==> config.mk <==
export PLATFORM = sky130hd
export DESIGN_NAME = alu_issue_stage
export DESIGN_NICKNAME = d
export VERILOG_FILES = /design/src/rtl/alu_issue_stage_pkg.sv /design/src/rtl/alu_issue_stage_fwd_mux.sv /design/src/rtl/alu_issue_stage.sv
export SDC_FILE = /design/constraint.sdc
export NUM_CORES = 1
export LEC_CHECK = 0
export ABC_AREA = 1
export BUFFER_PORTS_ARGS = -buffer_cell sky130_fd_sc_hd__buf_2
export CAP_MARGIN = 5
export CELL_PAD_IN_SITES_DETAIL_PLACEMENT = 0
export CELL_PAD_IN_SITES_GLOBAL_PLACEMENT = 2
export CORE_ASPECT_RATIO = 1.2
export CORE_MARGIN = 8
export CORE_UTILIZATION = 25
export CTS_CLUSTER_DIAMETER = 60
export CTS_CLUSTER_SIZE = 28
export DETAILED_ROUTE_END_ITERATION = 6
export GPL_TIMING_DRIVEN = 0
export PLACE_DENSITY_LB_ADDON = 0.12
export SETUP_SLACK_MARGIN = 0.5
export SLEW_MARGIN = 20
export SYNTH_ARGS = -nofsm -noshare
export SYNTH_HDL_FRONTEND = slang
export SYNTH_HIERARCHICAL = 1
export SYNTH_SLANG_ARGS = --single-unit
==> constraint.sdc <==
create_clock -name clk -period 1.7 [get_ports clk]
set_input_delay 0.17 -clock clk [delete_from_list [all_inputs] [get_ports clk]]
set_output_delay 0.17 -clock clk [all_outputs]
set_load 0.02 [all_outputs]
==> src/rtl/alu_issue_stage_pkg.sv <==
// alu_issue_stage_pkg: shared widths, register-0 index and ALU opcode encodings
package alu_issue_stage_pkg;
   localparam int CPU_WIDTH  = 16;
   localparam int REG_ADDR_W = 3;
   localparam logic [REG_ADDR_W-1:0] REG_ZERO = '0;
   localparam logic [2:0] ADD_OP = 3'd0;
   localparam logic [2:0] SUB_OP = 3'd1;
   localparam logic [2:0] AND_OP = 3'd2;
   localparam logic [2:0] OR_OP  = 3'd3;
   localparam logic [2:0] XOR_OP = 3'd4;
   localparam logic [2:0] SLL_OP = 3'd5;
   localparam logic [2:0] SRL_OP = 3'd6;
endpackage

==> src/rtl/alu_issue_stage_fwd_mux.sv <==
// fwd_mux: operand forwarding priority mux (r0 -> 0, EX/MEM, MEM/WB, register file)
module fwd_mux
   import alu_issue_stage_pkg::*;
(
   input  logic [REG_ADDR_W-1:0] idx,
   input  logic [CPU_WIDTH-1:0]  rf_data,
   input  logic [REG_ADDR_W-1:0] mem_rd,
   input  logic                  mem_we,
   input  logic [CPU_WIDTH-1:0]  mem_data,
   input  logic [REG_ADDR_W-1:0] wb_rd,
   input  logic                  wb_we,
   input  logic [CPU_WIDTH-1:0]  wb_data,
   output logic [CPU_WIDTH-1:0]  data
);
   // younger EX/MEM result beats older MEM/WB result; r0 is never forwarded
   always_comb
      data = idx == REG_ZERO              ? '0 :
             mem_we && mem_rd == idx      ? mem_data :
             wb_we && wb_rd == idx        ? wb_data : rf_data;
endmodule

==> src/rtl/alu_issue_stage.sv <==
// alu_issue_stage: ID->EX operand select, load-use stall, squash and overflow trap
module alu_issue_stage
   import alu_issue_stage_pkg::*;
(
   input  logic                  clk,
   input  logic                  rst,
   input  logic                  id_valid,
   output logic                  id_ready,
   input  logic [REG_ADDR_W-1:0] id_rs1,
   input  logic [REG_ADDR_W-1:0] id_rs2,
   input  logic [REG_ADDR_W-1:0] id_rd,
   input  logic                  id_we,
   input  logic                  id_is_load,
   input  logic                  id_use_imm,
   input  logic [CPU_WIDTH-1:0]  id_imm,
   input  logic [2:0]            id_alu_op,
   input  logic [CPU_WIDTH-1:0]  rf_rdata1,
   input  logic [CPU_WIDTH-1:0]  rf_rdata2,
   input  logic [REG_ADDR_W-1:0] mem_rd,
   input  logic                  mem_we,
   input  logic [CPU_WIDTH-1:0]  mem_data,
   input  logic [REG_ADDR_W-1:0] wb_rd,
   input  logic                  wb_we,
   input  logic [CPU_WIDTH-1:0]  wb_data,
   input  logic                  flush,
   input  logic                  alu_overflow,
   output logic                  ex_valid,
   output logic [CPU_WIDTH-1:0]  ex_A,
   output logic [CPU_WIDTH-1:0]  ex_B,
   output logic [2:0]            ex_alu_op,
   output logic [REG_ADDR_W-1:0] ex_rd,
   output logic                  ex_we,
   output logic                  ex_is_load,
   output logic                  ov_trap
);
   logic [CPU_WIDTH-1:0] fwd_a, fwd_b;
   logic hz, sq, accept;

   fwd_mux u_fwd_a (
      .idx(id_rs1), .rf_data(rf_rdata1), .mem_rd(mem_rd), .mem_we(mem_we), .mem_data(mem_data),
      .wb_rd(wb_rd), .wb_we(wb_we), .wb_data(wb_data), .data(fwd_a)
   );
   fwd_mux u_fwd_b (
      .idx(id_rs2), .rf_data(rf_rdata2), .mem_rd(mem_rd), .mem_we(mem_we), .mem_data(mem_data),
      .wb_rd(wb_rd), .wb_we(wb_we), .wb_data(wb_data), .data(fwd_b)
   );

   // load in EX feeding a source in ID stalls one cycle; squash discards ID and overrides the stall
   always_comb begin
      hz = id_valid && ex_valid && ex_is_load && ex_we && ex_rd != REG_ZERO &&
           (ex_rd == id_rs1 || (!id_use_imm && ex_rd == id_rs2));
      sq = flush || (ex_valid && alu_overflow);
      id_ready = sq || !hz;
      accept = id_valid && !sq && !hz;
   end

   // ID/EX latch: control bits follow accept, operands only load on accept
   always_ff @(posedge clk) begin
      if (rst) begin
         ex_valid   <= 1'b0;
         ex_A       <= '0;
         ex_B       <= '0;
         ex_alu_op  <= ADD_OP;
         ex_rd      <= '0;
         ex_we      <= 1'b0;
         ex_is_load <= 1'b0;
         ov_trap    <= 1'b0;
      end else begin
         ov_trap    <= ex_valid && alu_overflow;
         ex_valid   <= accept;
         ex_we      <= accept && id_we && id_rd != REG_ZERO;
         ex_is_load <= accept && id_is_load;
         if (accept) begin
            ex_A      <= fwd_a;
            ex_B      <= id_use_imm ? id_imm : fwd_b;
            ex_alu_op <= id_alu_op;
            ex_rd     <= id_rd;
         end
      end
   end
endmodule

==> results of run 1 <==
==> path summary, 6_finish.rpt <==
kind                         start  cells past startpoint              endpoint
min reg2reg    ex_valid$_SDFF_PP0_                      2    ov_trap$_SDFF_PP0_
min                            rst                      2   ex_valid$_SDFF_PP0_
max          ex_rd[0]$_SDFFE_PP0N_                     10              id_ready
max reg2reg  ex_rd[0]$_SDFFE_PP0N_                     14  ex_B[5]$_SDFFE_PP0N_
==> worst max-delay path, delay by kind of cell, from the launching register on <==
family | cells | cell delay (ns)
flip-flops | 1 | 0.39
AND/OR/NAND/NOR | 7 | 0.63
buffers and inverters | 3 | 0.29
==> cells in the final DEF, fill, tap and decap left out, drive strengths merged <==
| cell type | netlist | layout |
|---|---|---|
| buf | 28 | 196 |
| nand2 | 189 | 189 |
| inv | 117 | 117 |
| nand3 | 107 | 107 |
| nor2 | 56 | 56 |
| dfxtp | 42 | 42 |
| a21oi | 38 | 38 |
| nand3b | 32 | 32 |
| mux2i | 16 | 16 |
| clkbuf | 8 | 15 |
| nor3 | 2 | 2 |
| clkinv | 0 | 2 |
| o21bai | 1 | 1 |
| xnor2 | 1 | 1 |
| nand4 | 1 | 1 |
| or2 | 1 | 1 |
| o31ai | 1 | 1 |
| bufbuf | 0 | 1 |
==> layout make-up <==
| cell class | count | share of cell area |
|---|---|---|
| clock inverters | 2 | 0.00168 |
| plain buffers | 36 | 0.0579 |
| multi-input cells | 445 | 0.471 |
| repair buffers | 170 | 0.181 |
| inverters | 117 | 0.0795 |
| clock buffers | 6 | 0.0216 |
| well taps | 208 | 0.0436 |
| flip-flops and latches | 42 | 0.143 |
==> metrics by stage <==
| stage | power, mW | hold slack (ns) | instance area (sq um) |
|---|---|---|---|
| 2_1_floorplan | 1.87 | 0.233 | 4150 |
| 3_3_place_gp | 2.32 | 0.407 | 5150 |
| 3_5_place_dp | 2.32 | 0.411 | 5150 |
| 4_1_cts | 3.30 | 0.116 | 5800 |
| 5_1_grt | 3.50 | 0.132 | 5970 |
| 6_report | 3.28 | 0.121 | 5970 |
==> cell families after synthesis <==
| family | Yosys count | synth area share |
|---|---|---|
| and+or+nand+nor | 388 | 0.514 |
| buffers and inverters | 153 | 0.173 |
| DFF | 42 | 0.211 |
| AOI/OAI and AO/OA | 40 | 0.0600 |
| muxes | 16 | 0.0402 |
| xor gates and xnor gates | 1 | 0.00220 |
==> cell usage after synthesis (4+ instances only) <==
| cell type | n | area [sq um] |
|---|---|---|
| a21oi_1 | 29 | 145 |
| a21oi_2 | 9 | 78.8 |
| buf_2 | 11 | 55.1 |
| buf_4 | 7 | 52.6 |
| buf_6 | 10 | 113 |
| clkbuf_1 | 8 | 30.0 |
| dfxtp_1 | 42 | 841 |
| inv_1 | 108 | 405 |
| inv_2 | 9 | 33.8 |
| mux2i_1 | 16 | 160 |
| nand2_1 | 149 | 559 |
| nand2_2 | 33 | 206 |
| nand2_4 | 7 | 78.8 |
| nand3_1 | 87 | 435 |
| nand3_2 | 20 | 200 |
| nand3b_1 | 32 | 240 |
| nor2_1 | 48 | 180 |
| nor2_4 | 4 | 45.0 |
| nor2_8 | 4 | 80.1 |
==> registers in the layout, summed over array words and instances, names as in the netlist <==
name and count:
ex_alu_op 3, ex_A 16, ex_is_load 1, ex_we 1, ov_trap 1, ex_B 16
ex_valid 1, ex_rd 3
==> report_power, final <==
part / switching, mW / internal [mW] / total [mW]
registers: 0.0520 / 1.05 / 1.10
logic: 0.768 / 0.499 / 1.27
clock network: 0.369 / 0.539 / 0.908
total: 1.19 / 2.09 / 3.28
==> metal layers <==
| layer | wire, um | track usage | vias to the layer above |
|---|---|---|---|
| met5 | 0 | 0 | - |
| met4 | 138 | 0.0258 | 0 |
| met3 | 767 | 0.0334 | 6 |
| met2 | 8210 | 0.295 | 115 |
| met1 | 7310 | 0.190 | 2057 |
| li1 | - | - | 2341 |
==> timing repair <==
action / CTS / global route
hold buffers: 0 / 0
pin swaps: 31 / 30
endpoints found under the setup margin: 42 / 42
gates cloned: 5 / 1
gates resized for setup: 72 / 34
setup buffers: 14 / 1
==> metrics.yaml, run 1 <==
tightest_slew_ns: 0.612
grt_pass1_wl_um: 26200
multi_input_area_sq_um: 2810
syn_area_sq_um: 3990
antenna_found_initial: 0
start_kind: "flop"
start_util: 0.256
clkTransAtPathRegs_ns: 0.06
rows: 50
hold_class: "input pin to flop"
hpwl_um: 13400
fp.dieH_um: 154
synth-edff-count: 0
antenna_cells: 0
maxCapViolations: 0
root_buffer: "clkbuf_16"
cts_tree: "built"
postRouteAntennaNets: 0
grt_setup_unrepaired: "true"
synth-seq-area-share: 0.211
grt_overflow: 0
drt_iter0_markers: 140
nFillCells: 1743
gp_congestion: 0.869
fin_util: 0.383
ys.flop_type: "dfxtp_1"
via_per_inst: 4.40
dieArea_sq_um: 20300
peakVddDrop_mv: 0.365
area_growth_pct: 49.7
drive_above_1_share: 0.468
clock-sinks: 42
setup_violations: 8
reg2reg_setup_slack_ns: -0.04
drt_first_pass_iters: 4
avgRoutedWirePerCell_um: 16.0
avgSynthCellArea_sq_um: 6.23
layout.cells.non_filler: 1026
hold_violations: 0
finalWirelength_um: 16400
p_leak_nw: 3.39
max_slew_margin: 0.592
crit_path_cell_trace: "inv_2 -> nand2_2 -> nand2_2 -> nor2_1 -> nand2_1 -> nand2_2 -> nand2_4 -> buf_6 -> or2_4 -> buf_6"
num_io_pins: 151
ctsHtreeMaxLevel: 2
synthArstFlopShare: 0
cp_slowest_cell: "dfxtp_4"
syn_nets: 748
clock_latency_ns: 0.28
slowest_delay_ns: 0.39
grt_max_degree: 14
critPathMostFrequentCell: "nand2_2"
finalNetCount: 925
remaining_drc_errors: 0
cts.path.max_buffers: 2
post-place-ws_ns: -0.105
slew_violations: 0
vias: 4519
grt.total_usage: 0.161
yosysWarnings: 6
min_period_over_period: 1.03
min_period_ns: 1.75
die_width_um: 131
port_buffers: 149
setup_tns_ns: -0.253
violations: "setup timing"
critPathRequiredTime_ns: 1.53
cts_made_buffers: 5
synth_cells: 640
cp-end-kind: "output port"
yosys_register_bits: 42
dpl.cell_count: 997
critPathKind: "flop to output port"
synth_cell_types: 25
crit_arrival_ns: 1.58
cp_max_fo: 5
layout_setup_ws_ns: -0.0539
core_area_sq_um: 15600
grt_pass1_vias: 4950
clock.fmax_mhz: 570
power.density_nw_per_um2: 549
fin_worst_skew_ns: 0.00478
regArea_sq_um: 856
status: "finished with violations"
No activity file was read; power rests on OpenSTA's default activity.
==> inputs of run 2 (changes only) <==
- ABC_AREA: 1 -> default
- CORE_UTILIZATION: 25 -> 26
==> run 2 against run 1 <==
Effect of this change:
- largest power group unchanged
- count of clock-buffer cells in the layout is 2 higher
- critical path type unchanged
- final area down 13%
- synthesized cell count fell by 26%
- via count fell by 1.8%
- the flow still finishes with violations (setup timing)
==> metrics.yaml, run 2 <==
vias: 4436  # -1.8%
muxShareOfSynthArea: 0.131  # +0.0913
dpl_cell_area_sq_um: 4710  # -8.5%
synth_xor_area_frac: 0.0431  # +0.0409
r2r-start: "ex_rd[2]$_SDFFE_PP0N_"
setup.worst_path.start: "ex_rd[2]$_SDFFE_PP0N_"
ys.flop_type: "dfxtp_1"
cp_num_buf_inv: 1  # -2
grt.total_usage: 0.178  # +0.0173
syn_nets: 582  # -22%
p_comb_frac: 0.365  # -0.022
critPathKind: "flop to output port"
antenna_found_initial: 1  # +1
yosys_register_bits: 42  # unchanged
min_period_ns: 1.88  # +0.125 ns
hold_violations: 0  # unchanged
slowest_delay_ns: 0.54  # +0.15 ns
synth_compound_area_frac: 0.254  # +0.194
yosys.area_share.adder: 0  # unchanged
synth_cells: 474  # -26%
ctsHtreeMaxLevel: 2  # unchanged
crit_arrival_ns: 1.71  # +0.13 ns
holdCritStartpoint: "alu_overflow"
synthArstFlopShare: 0  # unchanged
slew_violations: 0  # unchanged
synth-edff-count: 0  # unchanged
violations: "setup timing"
stdcell_area_sq_um: 5170  # -13%
rows: 47  # -6.0%
fp.dieH_um: 146  # -5.5%
die_width_um: 124  # -5.4%
crit_path_cell_trace: "xor2_2 -> or4_4 -> a21boi_4 -> nand2_2 -> buf_6"
yosys-top-cells-count: "57 x nor2b_1, 48 x mux2i_1, 42 x dfxtp_1"
p_leak_nw: 2.45  # -28%
ys_top_cells_by_area: "dfxtp_1 23%, mux2i_1 13%, nor2b_1 9.8%, a22oi_1 7.2%, o211ai_1 7.2%"
clock.fmax_mhz: 532  # -6.7%
internal_power_mw: 2.27  # +8.9%
core_area_sq_um: 13800  # -12%
cp_slowest_cell: "or4_4"
num_io_pins: 151  # unchanged
clock_latency_ns: 0.29  # about the same
clock-sinks: 42  # unchanged
dieArea_sq_um: 18100  # -11%
power_frac_clock: 0.312  # +0.035
yosysWarnings: 6  # unchanged
layout_setup_ws_ns: -0.179  # -0.125 ns
synth_most_common_cell: "nor2b_1"
cts_made_buffers: 5  # unchanged
reg.largest.list: "ex_A x16, ex_B x16"
hpwl_um: 13300  # -0.91%
clkTransAtPathRegs_ns: 0.06  # about the same
peakVddDrop_mv: 0.368  # +0.90%
finalNetCount: 751  # -19%
via_per_inst: 5.44  # +23%
drt_first_pass_iters: 5  # +1
cp-end-kind: "output port"
fin_worst_skew_ns: 0.0120  # +0.00726 ns
grt_setup_unrepaired: "true"
start_util: 0.266  # +0.00969
max_slew_margin: 0.602  # +0.00976
cts_tree: "built"
hold_class: "input pin to flop"
grt_pass1_wl_um: 26300  # +0.29%
start_kind: "flop"
final_cell_mix: "157 x buf_2, 57 x nor2b_1, 48 x mux2i_1"
avgSynthCellArea_sq_um: 7.71  # +24%
remaining_drc_errors: 0  # unchanged
grt_max_degree: 14  # unchanged
power.density_nw_per_um2: 682  # +24%
critPathRequiredTime_ns: 1.53  # about the same
synth_largest_area_cell: "dfxtp_1"
drive_above_1_share: 0.356  # -0.113
setup_tns_ns: -4.64  # -4.38 ns
status: "finished with violations"
p_sw_mw: 1.25  # +5.0%
synth_top_family_by_area: "simple AND/OR/NAND/NOR gates"
layout_commonest_cell: "buf_2"
postRouteAntennaNets: 0  # unchanged
cp_max_fo: 3  # -2
gp_congestion: 0.813  # -6.4%
tightest_slew_ns: 0.597  # -0.0146 ns
synth_cell_types: 31  # +24%
finalWirelength_um: 17000  # +3.3%
area_growth_pct: 41.4
grt_pass1_vias: 4643  # -6.2%
seqPwrFrac: 0.322  # -0.014
synth-seq-area-share: 0.230  # +0.0191
drt_iter0_markers: 265  # +89%
yosys.area_share.simple: 0.273  # -0.241
syn_area_sq_um: 3650  # -8.3%
port_buffers: 148  # -0.67%
synth_top_area_share: 0.230  # +0.0191
min_period_over_period: 1.11  # +0.0736
crit_family: "simple AND/OR/NAND/NOR gates"
setup_violations: 42  # +34
p_sw_frac: 0.355  # -0.00842
avgRoutedWirePerCell_um: 20.8  # +30%
maxCapViolations: 0  # unchanged
root_buffer: "clkbuf_16"
grt_overflow: 0  # unchanged
cts.path.max_buffers: 2  # unchanged
-- run 2: changes by cell type in the layout (fill, tap and decap cells not counted), sizes merged, moves of 14 or more --
| cell | previous run | this run |
|---|---|---|
| nor2b | 0 | 57 |
| a22oi | 0 | 35 |
| nand2 | 189 | 2 |
| o21ai | 0 | 32 |
| inv | 117 | 1 |
| nand3b | 32 | 0 |
| buf | 196 | 182 |
| o211ai | 0 | 35 |
| nand3 | 107 | 39 |
| nor2 | 56 | 17 |
| nand4 | 1 | 43 |
| mux2i | 16 | 48 |
| clkbuf | 15 | 40 |
| xnor2 | 1 | 15 |
-- run 2: layout make-up --
cell class | instances | area (sq um)
fill | 1526 | 8590
multi-input combinational | 379 | 2710
timing repair buffer | 162 | 897
sequential | 42 | 856
buffer | 52 | 314
tap | 171 | 214
clock buffer | 8 | 168
inverter | 1 | 3.75
antenna | 1 | 2.50
-- run 2: repair_timing --
| item | CTS | global route |
|---|---|---|
| endpoints found under the setup margin | 42 | 44 |
| pin swaps | 5 | 3 |
| cloned | 1 | 0 |
| setup buffers | 12 | 1 |
| hold buffers | 0 | 0 |
| resized for setup | 34 | 26 |
| endpoints found under the hold margin | 0 | 0 |
-- run 2: path summary, 6_finish.rpt --
| kind | slack, ns | cells past startpoint | endpoint |
|---|---|---|---|
| max | -0.18 | 5 | id_ready |
| min reg2reg | 0.52 | 1 | ov_trap$_SDFF_PP0_ |
| min | 0.13 | 2 | ov_trap$_SDFF_PP0_ |
| max reg2reg | -0.18 | 9 | ex_is_load$_SDFF_PP0_ |
-- run 2: kinds of logic after synthesis --
group                  Yosys count
flip-flops                      42
AO/OA/AOI/OAI                  144
multiplexers                    48
buffers and inverters           53
AND/OR/NAND/NOR                169
XOR/XNOR                        18
-- run 2: through the flow --
stage	worst slack, ns	cells	utilization	hold WS (ns)	power (mW)
global placement	-0.354	793	0.343	0.414	2.37
finish	-0.179	816	0.376	0.134	3.52
detailed placement	-0.372	793	0.343	0.421	2.37
floorplan	0.119	474	-	0.295	1.88
global route	-0.225	816	0.376	0.138	3.70
CTS	-0.185	814	0.372	0.126	3.54
-- run 2: routing by layer --
metal / track usage / vias to the layer above / share of wire
met2: 0.310 / 168 / 0.50
met3: 0.0288 / 14 / 0.053
li1: - / 2135 / -
met5: 0 / - / 0
met1: 0.225 / 2119 / 0.43
met4: 0.0368 / 0 / 0.015
-- run 2: power by group through the flow --
stage | Clock, mW | Combinational, mW | Sequential (mW)
detailed placement | 0 | 1.22 | 1.16
CTS | 1.12 | 1.29 | 1.14
floorplan | 0 | 0.611 | 1.27
global placement | 0 | 1.21 | 1.16
finish | 1.10 | 1.29 | 1.14
global route | 1.16 | 1.39 | 1.15
-- run 2: worst register-to-register path, delay by kind of cell (launching register included) --
kind	cells	cell delay [ns]
AO/OA/AOI/OAI	1	0.17
buffers and inverters	5	0.49
AND/OR/NAND/NOR	2	0.59
flip-flops	1	0.36
XOR/XNOR	1	0.14
